--- src/rtl/axi4l_if.sv ---
// AXI4-Lite channel bundle shared by masters and responders on the fabric.
// aresetn is carried for masters; responders on this fabric use their own rst.
interface axi4l_if #(
    parameter int unsigned ADDR_WIDTH = 32,
    parameter int unsigned DATA_WIDTH = 32
);
    logic                      aresetn;

    logic [ADDR_WIDTH-1:0]     awaddr;
    logic                      awvalid;
    logic                      awready;

    logic [DATA_WIDTH-1:0]     wdata;
    logic [DATA_WIDTH/8-1:0]   wstrb;
    logic                      wvalid;
    logic                      wready;

    logic [1:0]                bresp;
    logic                      bvalid;
    logic                      bready;

    logic [ADDR_WIDTH-1:0]     araddr;
    logic                      arvalid;
    logic                      arready;

    logic [DATA_WIDTH-1:0]     rdata;
    logic [1:0]                rresp;
    logic                      rvalid;
    logic                      rready;

    modport MASTER (
        output aresetn,
        output awaddr, awvalid, input awready,
        output wdata, wstrb, wvalid, input wready,
        input  bresp, bvalid, output bready,
        output araddr, arvalid, input arready,
        input  rdata, rresp, rvalid, output rready
    );

    modport SLAVE (
        input  awaddr, awvalid, output awready,
        input  wdata, wstrb, wvalid, output wready,
        output bresp, bvalid, input bready,
        input  araddr, arvalid, output arready,
        output rdata, rresp, rvalid, input rready
    );
endinterface

--- src/rtl/axi4l_scratch_regs.sv ---
// AXI4-Lite responder with a bank of byte-writable scratch registers behind a
// base-address decode; one outstanding write and one outstanding read.
module axi4l_scratch_regs #(
    parameter int unsigned ADDR_WIDTH       = 32,
    parameter int unsigned DATA_WIDTH       = 32,
    parameter logic [ADDR_WIDTH-1:0] BASE_OFFSET      = 32'h8000_0000,
    parameter logic [ADDR_WIDTH-1:0] BASE_OFFSET_MASK = 32'hFFFF_F000,
    parameter int unsigned NUM_REGS         = 16,
    parameter logic [DATA_WIDTH-1:0] RESET_VALUE      = 32'h0000_0000
) (
    input  logic      clk,
    input  logic      rst,
    axi4l_if.SLAVE    intf
);
    localparam int unsigned IDX_W  = $clog2(NUM_REGS);
    localparam int unsigned STRB_W = DATA_WIDTH / 8;
    localparam logic [1:0]  RESP_OKAY   = 2'b00;
    localparam logic [1:0]  RESP_DECERR = 2'b11;

    typedef enum logic [1:0] {W_IDLE, W_HAVE_AW, W_HAVE_W, W_RESP} wr_state_e;
    typedef enum logic       {R_IDLE, R_RESP} rd_state_e;

    wr_state_e             wr_state_q, wr_state_d;
    rd_state_e             rd_state_q, rd_state_d;
    logic [ADDR_WIDTH-1:0] awaddr_q, awaddr_d;
    logic [DATA_WIDTH-1:0] wdata_q, wdata_d;
    logic [STRB_W-1:0]     wstrb_q, wstrb_d;
    logic                  aw_full_q, aw_full_d;
    logic                  w_full_q, w_full_d;
    logic                  awready_q, awready_d;
    logic                  wready_q, wready_d;
    logic                  bvalid_q, bvalid_d;
    logic [1:0]            bresp_q, bresp_d;
    logic                  arready_q, arready_d;
    logic                  rvalid_q, rvalid_d;
    logic [1:0]            rresp_q, rresp_d;
    logic [DATA_WIDTH-1:0] rdata_q, rdata_d;
    logic [DATA_WIDTH-1:0] regs_q [NUM_REGS];
    logic [DATA_WIDTH-1:0] regs_d [NUM_REGS];

    function automatic logic addr_hit(input logic [ADDR_WIDTH-1:0] a);
        return (a & BASE_OFFSET_MASK) == BASE_OFFSET;
    endfunction

    function automatic logic [IDX_W-1:0] addr_idx(input logic [ADDR_WIDTH-1:0] a);
        return a[2 +: IDX_W];
    endfunction

    always_comb begin
        wr_state_d = wr_state_q;
        awaddr_d   = awaddr_q;
        wdata_d    = wdata_q;
        wstrb_d    = wstrb_q;
        aw_full_d  = aw_full_q;
        w_full_d   = w_full_q;
        bvalid_d   = bvalid_q;
        bresp_d    = bresp_q;
        regs_d     = regs_q;

        if (intf.awvalid && awready_q) begin
            awaddr_d  = intf.awaddr;
            aw_full_d = 1'b1;
        end
        if (intf.wvalid && wready_q) begin
            wdata_d  = intf.wdata;
            wstrb_d  = intf.wstrb;
            w_full_d = 1'b1;
        end

        // The commit uses the just-captured halves so BVALID follows the later
        // handshake by one cycle rather than two.
        if (wr_state_q == W_RESP) begin
            if (intf.bready) begin
                wr_state_d = W_IDLE;
                aw_full_d  = 1'b0;
                w_full_d   = 1'b0;
                bvalid_d   = 1'b0;
            end
        end else if (aw_full_d && w_full_d) begin
            wr_state_d = W_RESP;
            bvalid_d   = 1'b1;
            if (addr_hit(awaddr_d)) begin
                bresp_d = RESP_OKAY;
                for (int unsigned n = 0; n < STRB_W; n++) begin
                    if (wstrb_d[n]) begin
                        regs_d[addr_idx(awaddr_d)][8*n +: 8] = wdata_d[8*n +: 8];
                    end
                end
            end else begin
                bresp_d = RESP_DECERR;
            end
        end else if (aw_full_d) begin
            wr_state_d = W_HAVE_AW;
        end else if (w_full_d) begin
            wr_state_d = W_HAVE_W;
        end else begin
            wr_state_d = W_IDLE;
        end

        awready_d = !aw_full_d && (wr_state_d != W_RESP);
        wready_d  = !w_full_d && (wr_state_d != W_RESP);
    end

    always_comb begin
        rd_state_d = rd_state_q;
        arready_d  = arready_q;
        rvalid_d   = rvalid_q;
        rresp_d    = rresp_q;
        rdata_d    = rdata_q;

        case (rd_state_q)
            R_IDLE: begin
                if (intf.arvalid && arready_q) begin
                    rd_state_d = R_RESP;
                    arready_d  = 1'b0;
                    rvalid_d   = 1'b1;
                    // Reads sample the pre-commit bank, so a same-cycle write loses.
                    if (addr_hit(intf.araddr)) begin
                        rdata_d = regs_q[addr_idx(intf.araddr)];
                        rresp_d = RESP_OKAY;
                    end else begin
                        rdata_d = '0;
                        rresp_d = RESP_DECERR;
                    end
                end
            end
            R_RESP: begin
                if (intf.rready) begin
                    rd_state_d = R_IDLE;
                    arready_d  = 1'b1;
                    rvalid_d   = 1'b0;
                end
            end
            default: rd_state_d = R_IDLE;
        endcase
    end

    always_ff @(posedge clk or posedge rst) begin
        if (rst) begin
            wr_state_q <= W_IDLE;
            rd_state_q <= R_IDLE;
            awaddr_q   <= '0;
            wdata_q    <= '0;
            wstrb_q    <= '0;
            aw_full_q  <= 1'b0;
            w_full_q   <= 1'b0;
            awready_q  <= 1'b1;
            wready_q   <= 1'b1;
            bvalid_q   <= 1'b0;
            bresp_q    <= '0;
            arready_q  <= 1'b1;
            rvalid_q   <= 1'b0;
            rresp_q    <= '0;
            rdata_q    <= '0;
            for (int unsigned i = 0; i < NUM_REGS; i++) begin
                regs_q[i] <= RESET_VALUE;
            end
        end else begin
            wr_state_q <= wr_state_d;
            rd_state_q <= rd_state_d;
            awaddr_q   <= awaddr_d;
            wdata_q    <= wdata_d;
            wstrb_q    <= wstrb_d;
            aw_full_q  <= aw_full_d;
            w_full_q   <= w_full_d;
            awready_q  <= awready_d;
            wready_q   <= wready_d;
            bvalid_q   <= bvalid_d;
            bresp_q    <= bresp_d;
            arready_q  <= arready_d;
            rvalid_q   <= rvalid_d;
            rresp_q    <= rresp_d;
            rdata_q    <= rdata_d;
            regs_q     <= regs_d;
        end
    end

    assign intf.awready = awready_q;
    assign intf.wready  = wready_q;
    assign intf.bvalid  = bvalid_q;
    assign intf.bresp   = bresp_q;
    assign intf.arready = arready_q;
    assign intf.rvalid  = rvalid_q;
    assign intf.rresp   = rresp_q;
    assign intf.rdata   = rdata_q;
endmodule

--- src/flat_wrapper.sv ---
// flat-port wrapper written by rule: the top's interface ports become plain ports
module axi4l_scratch_regs_flat 
#(
    parameter int unsigned ADDR_WIDTH       = 32,
    parameter int unsigned DATA_WIDTH       = 32,
    parameter logic [ADDR_WIDTH-1:0] BASE_OFFSET      = 32'h8000_0000,
    parameter logic [ADDR_WIDTH-1:0] BASE_OFFSET_MASK = 32'hFFFF_F000,
    parameter int unsigned NUM_REGS         = 16,
    parameter logic [DATA_WIDTH-1:0] RESET_VALUE      = 32'h0000_0000
)
  (clk, rst, intf_awaddr, intf_awvalid, intf_awready, intf_wdata, intf_wstrb, intf_wvalid, intf_wready, intf_bresp, intf_bvalid, intf_bready, intf_araddr, intf_arvalid, intf_arready, intf_rdata, intf_rresp, intf_rvalid, intf_rready);
  axi4l_if #(.ADDR_WIDTH(ADDR_WIDTH), .DATA_WIDTH(DATA_WIDTH)) intf_i ();
  input  logic clk;
  input  logic rst;
  input wire logic [$bits(intf_i.awaddr)-1:0] intf_awaddr;
  input wire logic [$bits(intf_i.awvalid)-1:0] intf_awvalid;
  output wire logic [$bits(intf_i.awready)-1:0] intf_awready;
  input wire logic [$bits(intf_i.wdata)-1:0] intf_wdata;
  input wire logic [$bits(intf_i.wstrb)-1:0] intf_wstrb;
  input wire logic [$bits(intf_i.wvalid)-1:0] intf_wvalid;
  output wire logic [$bits(intf_i.wready)-1:0] intf_wready;
  output wire logic [$bits(intf_i.bresp)-1:0] intf_bresp;
  output wire logic [$bits(intf_i.bvalid)-1:0] intf_bvalid;
  input wire logic [$bits(intf_i.bready)-1:0] intf_bready;
  input wire logic [$bits(intf_i.araddr)-1:0] intf_araddr;
  input wire logic [$bits(intf_i.arvalid)-1:0] intf_arvalid;
  output wire logic [$bits(intf_i.arready)-1:0] intf_arready;
  output wire logic [$bits(intf_i.rdata)-1:0] intf_rdata;
  output wire logic [$bits(intf_i.rresp)-1:0] intf_rresp;
  output wire logic [$bits(intf_i.rvalid)-1:0] intf_rvalid;
  input wire logic [$bits(intf_i.rready)-1:0] intf_rready;
  assign intf_i.awaddr = intf_awaddr;
  assign intf_i.awvalid = intf_awvalid;
  assign intf_awready = intf_i.awready;
  assign intf_i.wdata = intf_wdata;
  assign intf_i.wstrb = intf_wstrb;
  assign intf_i.wvalid = intf_wvalid;
  assign intf_wready = intf_i.wready;
  assign intf_bresp = intf_i.bresp;
  assign intf_bvalid = intf_i.bvalid;
  assign intf_i.bready = intf_bready;
  assign intf_i.araddr = intf_araddr;
  assign intf_i.arvalid = intf_arvalid;
  assign intf_arready = intf_i.arready;
  assign intf_rdata = intf_i.rdata;
  assign intf_rresp = intf_i.rresp;
  assign intf_rvalid = intf_i.rvalid;
  assign intf_i.rready = intf_rready;
  axi4l_scratch_regs #(.ADDR_WIDTH(ADDR_WIDTH), .DATA_WIDTH(DATA_WIDTH), .BASE_OFFSET(BASE_OFFSET), .BASE_OFFSET_MASK(BASE_OFFSET_MASK), .NUM_REGS(NUM_REGS), .RESET_VALUE(RESET_VALUE)) u_core (.clk(clk), .rst(rst), .intf(intf_i));
endmodule
--- config.mk ---
export PLATFORM = sky130hd
export DESIGN_NAME = axi4l_scratch_regs_flat
export DESIGN_NICKNAME = d
export VERILOG_FILES = /design/src/rtl/axi4l_if.sv /design/src/rtl/axi4l_scratch_regs.sv /design/src/flat_wrapper.sv
export SDC_FILE = /design/constraint.sdc
export NUM_CORES = 1
export LEC_CHECK = 0
export CAP_MARGIN = 20
export CORE_MARGIN = 4
export CORE_UTILIZATION = 45
export CTS_CLUSTER_DIAMETER = 60
export DETAILED_ROUTE_END_ITERATION = 16
export PLACE_DENSITY_LB_ADDON = 0.3
export SYNTH_ARGS = -nofsm -noshare
export SYNTH_HDL_FRONTEND = slang
export SYNTH_SLANG_ARGS = --single-unit
export TNS_END_PERCENT = 50
--- constraint.sdc ---
create_clock -name clk -period 21.2 [get_ports clk]
set_input_delay 5.3 -clock clk [delete_from_list [all_inputs] [get_ports clk]]
set_output_delay 5.3 -clock clk [all_outputs]
set_load 0.05 [all_outputs]
==> impl_metrics.csv, run 1 <==
group,metric,value,unit
outcome,status,"finished, final reports clean",
timing,fmaxAchievable,0.117,GHz
clock_tree,cts_sinks,616,
global_routing,grt_pass1_vias,17300,
logic_synthesis,synth_top_flop_cell,"dfrtp_1",
global_routing,grt_max_degree,203,
place,port_buffers,131,
logic_synthesis,synthTopCellsByArea,"dfrtp_1 (55%), mux2_2 (21%), mux4_2 (10%)",
logic_synthesis,synth.largest_area_cell,"dfrtp_1",
worst_setup_path,cp-start-kind,"input pin",
timing,rsz0062_at_grt,"false",
clock_tree,cts_hold_buf,0,
die,fp.dieW,256,um
clock_tree,clkTransAtPathRegs,0.06,ns
final_layout,nets,2009,
timing,finalCritPeriodShare,40.3,%
timing,tightest_slew,1.14,ns
logic_synthesis,synth_xor_xnor_area_share,0,%
power,p_total,2.95,mW
logic_synthesis,synthSimpleGateAreaFrac,6.17,%
clock_tree,cts_tree,"yes",
timing,finalCriticalPeriod,8.54,ns
logic_synthesis,yosysWarnings,0,
power,ir_drop,117,uV
timing,worst_slack,12.66,ns
flow_run,maxCapViolCount,0,
detailed_routing,vias_per_cell,5.86,
clock_tree,post_cts_resized,0,
clock_tree,cts_setup_buffers,0,
logic_synthesis,ys_ff_latch,616,
logic_synthesis,synth_cells,1791,
die,die_h,256,um
die,start_util,45.7,%
timing,finalSetupTns,0,ns
detailed_routing,via_count,16000,
place,hpwl,39900,um
logic_synthesis,synth_edf_count,0,
logic_synthesis,synth_mux_area_share,32.8,%
final_layout,n_fill_cell,4893,
die,num_rows,90,
final_layout,synthToLayoutAreaGrowth,16.2,%
clock_tree,cts-root-buf,"clkbuf_16",
timing,slew-limit-headroom,24.0,%
global_routing,grt.total_usage,19.9,%
logic_synthesis,synthArstFlopShare,100,%
clock_tree,clock_latency,0.60,ns
clock_tree,cts_buffers,67,
final_layout,multi_input_area,0.0119,mm2
worst_setup_path,worst_ep_arrival_time,9.00,ns
die,coreArea,0.0607,mm2
die,ios,148,
logic_synthesis,yosysSeqAreaShare,55.6,%
timing,setup_viol,0,
power,leakage,15.5,nW
timing,whs,0.474,ns
logic_synthesis,synth_fp_nets,1898,
global_routing,grt_pass1_wl,102000,um
die,dieArea,0.0657,mm2
logic_synthesis,synth_compound_area_share,3.49,%
detailed_routing,drc,0,
logic_synthesis,synth_area_per_cell,15.5,um2
hold_path,hp-class,"reg2reg",
worst_setup_path,crit_type,"in2reg",
final_layout,seq_area,0.0154,mm2
global_routing,antenna_found_initial,3,
detailed_routing,wire_per_inst,23.9,um
clock_tree,cts_buffer_depth,3,
place,dp_slack,12.07,ns
logic_synthesis,syn_area,0.0277,mm2
global_routing,grt-ovfl-total,0,
worst_setup_path,worst_setup_path_end_kind,"register",
detailed_routing,drt-initial-drc-count,991,
logic_synthesis,synth_cell_type_count,55,
logic_synthesis,synth_top_cell_area_share,55.3,%
place,gp_congestion,0.801,
timing,slew_violations,0,
final_layout,drive_gt1_share,43.9,%
logic_synthesis,synthAdderAreaFrac,0,%
power,p_per_area,91.6,mW/mm2
timing,finalClockSkew,0.0233,ns
clock_tree,htreeDepth,3,
worst_setup_path,cp_data_required_time,21.66,ns
detailed_routing,dr.pass1.iters,6,
final_layout,final_cell_mix,"dfrtp_1 (613), mux2_2 (528), clkdlybuf4s50_1 (129)",
logic_synthesis,synth_top_family_by_area,"multiplexers",
timing,hold_viol,0,
final_layout,final_common_cell,"dfrtp_1",
detailed_routing,final_antenna_net_count,0,
detailed_routing,routed_wl,65300,um
worst_setup_path,cp_max_fo,28,
path summary, 6_finish.rpt:
path / startpoint / cells after the start / slack (ns) / to
worst max-delay path: intf_awvalid / 7 / 12.66 / u_core.regs_q[98]
worst min register to register: u_core.awaddr_q[31] / 2 / 0.47 / u_core.awaddr_q[31]
min in group asynchronous: rst / 3 / 5.34 / u_core.intf.rdata[29]
worst min-delay path: u_core.awaddr_q[31] / 2 / 0.47 / u_core.awaddr_q[31]
max in group asynchronous: rst / 5 / 13.21 / u_core.wdata_q[15]
worst max register to register: u_core.intf.awready / 6 / 17.34 / u_core.regs_q[98]
critical path: stages:
cell	delay, ns
clkdlybuf4s50_1	0.61
and2_1	0.31
buf_4	0.35
nand2_1	0.31
a221oi_2	1.01
nand4_2	0.63
mux2_2	0.47
kinds of logic (layout without fill, tap and decap cells):
| group | after synthesis | count (layout) |
|---|---|---|
| buffers and inverters | 129 | 288 |
| muxes | 677 | 677 |
| and+or+nand+nor | 246 | 246 |
| AOI/OAI and AO/OA | 123 | 123 |
| other | 0 | 1 |
| DFF | 616 | 616 |
registers in the layout, summed over array words and instances (netlist names):
signal	count
u_core.intf.arready	1
u_core.regs_q	512
u_core.aw_full_q	1
u_core.intf.rresp	1
u_core.wstrb_q	4
u_core.intf.bvalid	1
u_core.intf.rvalid	1
u_core.intf.awready	1
u_core.rd_state_q	1
u_core.intf.wready	1
u_core.wdata_q	32
u_core.intf.bresp	1
u_core.intf.rdata	32
u_core.awaddr_q	24
u_core.wr_state_q	2
u_core.w_full_q	1
cells in the mapped netlist (11+ instances only):
| library cell | count |
|---|---|
| mux4_2 | 128 |
| a22o_1 | 32 |
| buf_1 | 17 |
| mux2_2 | 528 |
| nor2_1 | 14 |
| a22oi_1 | 67 |
| inv_1 | 11 |
| nand3_1 | 17 |
| dfrtp_1 | 613 |
| nand4_4 | 12 |
| nand4_2 | 11 |
| buf_2 | 15 |
| nand2_1 | 119 |
| clkbuf_1 | 72 |
metrics by stage:
step	instances	util [%]	area (um2)
CTS	2726	52.9	32100
global route	2733	53.1	32200
detailed placement	2609	49.2	29800
global placement	2608	49.2	29800
floorplan	1791	-	27700
finish	2733	53.1	32200
layer usage:
layer / routed length (um) / GRT usage, % / up-vias / part of all wire [%]
li1: - / - / 6989 / -
met1: 28100 / 26.8 / 8533 / 43
met2: 31400 / 32.3 / 382 / 48
met3: 3640 / 4.15 / 108 / 5.6
met4: 2130 / 7.13 / 4 / 3.3
met5: 23 / 0 / - / 0.035
where the power goes:
group	leakage [nW]	total [mW]	switching (mW)	internal (mW)
registers	8.46	1.28	0.0331	1.24
clock network	1.10	1.19	0.462	0.724
logic	5.99	0.487	0.362	0.126
total	15.5	2.95	0.857	2.09
cell type report:
class / count / share of cell area, %
multi-input cells: 1046 / 36.9
well taps: 782 / 3.04
clock inverters: 16 / 0.745
repair buffers: 157 / 5.07
clock buffers: 101 / 6.20
inverters: 14 / 0.175
diodes: 1 / 0.00776
flip-flops and latches: 616 / 47.8
Power figures use the tool's default switching activity.
==> run 2: changes to the inputs <==
Clock period 21.2 ns to 6.8 ns, I/O delays scaled along.
==> run 2 against run 1 <==
  * Clock power rose to 3.0 times the previous value
  * Die area stayed put
  * Sequential power rose to 3.1 times the previous value
  * Non-clock buffer count is 1 higher
  * Clock skew is 0.00094 ns higher
  * Combinational power grew to 3.1 times the previous value
  * Register-to-register slack worse by 15 ns
  * Cell area down 0.23%
==> impl_metrics.csv, run 2 (synthesized netlist as in run 1, its figures left out) <==
group,metric,value,unit
outcome,status,"finished, final reports clean",
worst_setup_path,timing.rr.start,"u_core.intf.awready",
final_layout,drive_gt1_share,44.1,%
timing,hold_viol,0,
timing,tightest_slew,1.17,ns
final_layout,n_fill_cell,4859,
detailed_routing,wire_per_inst,24.0,um
worst_setup_path,crit_type,"in2reg",
timing,finalSetupTns,0,ns
power,switchingPower,2.67,mW
clock_tree,htreeDepth,3,
hold_path,hp-class,"reg2reg",
clock_tree,cts_buffer_depth,3,
timing,finalCriticalPeriod,5.31,ns
worst_setup_path,path_cells,"clkdlybuf4s50_1, nand2_1, nand4b_1, a221oi_4, nand4_1, mux2_2",
worst_setup_path,cp.depth,6,
clock_tree,cts_tree,"yes",
timing,slew_violations,0,
clock_tree,cts-root-buf,"clkbuf_16",
final_layout,fin_area,0.0322,mm2
detailed_routing,via_count,16100,
detailed_routing,vias_per_cell,5.91,
die,coreArea,0.0607,mm2
place,port_buffers,131,
worst_setup_path,cp-start-kind,"input pin",
die,fp.dieW,256,um
worst_setup_path,crit_family,"simple AND/OR/NAND/NOR gates",
global_routing,grt_pass1_vias,17400,
timing,setup_viol,0,
die,dieArea,0.0657,mm2
worst_setup_path,slowest_delay,1.03,ns
clock_tree,clkTransAtPathRegs,0.06,ns
die,start_util,45.7,%
worst_setup_path,rr_endpoint,"u_core.regs_q[34]",
clock_tree,cts_setup_buffers,0,
power,seqPwrFrac,43.9,%
power,ir_drop,215,uV
power,internal_power,6.41,mW
worst_setup_path,reg2reg_depth,6,
place,hpwl,40700,um
clock_tree,cts_sinks,616,
flow_run,maxCapViolCount,0,
worst_setup_path,rrSetupSlack,2.67,ns
timing,slew-limit-headroom,22.2,%
global_routing,grt.total_usage,20.2,%
timing,rsz0062_at_grt,"false",
detailed_routing,routed_wl,65500,um
place,gp_congestion,0.803,
power,leakage,15.5,nW
worst_setup_path,cp_num_buf_inv,1,
global_routing,grt_pass1_wl,103000,um
worst_setup_path,cp_max_fo,27,
detailed_routing,final_antenna_net_count,0,
die,num_rows,90,
clock_tree,cts_buffers,67,
die,ios,148,
clock_tree,cts_hold_buf,0,
hold_path,min_from,"u_core.awaddr_q[13]",
global_routing,antenna_found_initial,5,
worst_setup_path,worst_setup_path_end_kind,"register",
global_routing,grt-ovfl-total,0,
final_layout,final_common_cell,"dfrtp_1",
die,die_h,256,um
clock_tree,post_cts_resized,0,
power,clkPwrFrac,39.3,%
final_layout,synthToLayoutAreaGrowth,15.9,%
worst_setup_path,startpoint,"intf_awvalid",
timing,fmaxAchievable,0.188,GHz
detailed_routing,drt-initial-drc-count,1062,
power,p_comb_share,16.8,%
detailed_routing,drc,0,
power,switching_share,29.4,%
final_layout,nets,2010,
final_layout,largest_reg_flops,512,
final_layout,max_flop_register,"u_core.regs_q",
worst_setup_path,cp_data_required_time,7.27,ns
power,p_per_area,282,mW/mm2
final_layout,final_cell_mix,"dfrtp_1 (613), mux2_2 (528), clkdlybuf4s50_1 (129)",
timing,finalClockSkew,0.0242,ns
worst_setup_path,slowest_stage,"a221oi_4",
global_routing,grt_max_degree,177,
detailed_routing,dr.pass1.iters,5,
place,place_area,0.0300,mm2
clock_tree,clock_latency,0.60,ns
timing,finalCritPeriodShare,78.1,%
worst_setup_path,worst_ep_arrival_time,5.78,ns
worst_setup_path,crit_end,"u_core.regs_q[185]",
[run 2: changes by cell type in the layout (fill, tap and decap cells not counted), sizes merged]
cell / previous run / this run
clkinv: 7 / 8
diode: 1 / 3
clkbuf: 102 / 100
bufinv: 6 / 3
buf: 27 / 28
[run 2: per-layer routing]
metal | global-route usage [%] | vias up | wire length, um
met2 | 32.5 | 344 | 31700
li1 | - | 6990 | -
met4 | 6.84 | 4 | 1790
met5 | 0 | - | 21
met3 | 4.91 | 109 | 3870
met1 | 27.0 | 8700 | 28200
[run 2: power groups by stage]
stage	combinational (mW)	sequential [mW]	clock [mW]
final	1.53	3.99	3.57
after floorplan	1.00	4.07	0
after CTS	1.54	3.99	3.67
after detailed placement	1.54	4.05	0
after global placement	1.48	4.04	0
after global routing	1.68	4.01	3.81
[run 2: final cells by class]
cell class | instances | area, um2 | area share, %
Antenna cell | 3 | 7.51 | 0.0233
Timing Repair Buffer | 158 | 1650 | 5.12
Clock buffer | 99 | 2000 | 6.22
Clock inverter | 14 | 155 | 0.483
Multi-Input combinational cell | 1046 | 11900 | 37.0
Tap cell | 782 | 978 | 3.04
Sequential cell | 616 | 15400 | 48.0
Inverter | 14 | 56.3 | 0.175
[run 2: through the flow]
stage               setup WS [ns]  utilization (%)  std cells  hold slack [ns]  power [mW]
floorplan                   -3.30                -       1791            0.437        5.07
global placement             1.04             49.3       2614            0.460        5.52
detailed placement          0.924             49.4       2615            0.467        5.59
CTS                          1.60             52.9       2728            0.482        9.19
global route                 1.25             53.0       2732            0.502        9.50
finish                       1.49             53.0       2732            0.479        9.08
[run 2: how the worst min path moves through the flow]
stage,to,slack [ns],depth (start not counted)
after floorplan,u_core.awaddr_q[27],0.44,2
after global placement,u_core.awaddr_q[31],0.46,2
after detailed placement,u_core.awaddr_q[13],0.47,2
after CTS,u_core.awaddr_q[13],0.48,2
after global routing,u_core.regs_q[52],0.50,1
final,u_core.awaddr_q[13],0.48,2
[run 2: worst register-to-register path, stage by stage, from the launching register on]
cell      delay (ns)
dfstp_2         0.67
nand2_1         0.43
buf_4           0.40
or3_1           0.45
a221oi_2        0.97
nand4_2         0.62
mux2_2          0.47
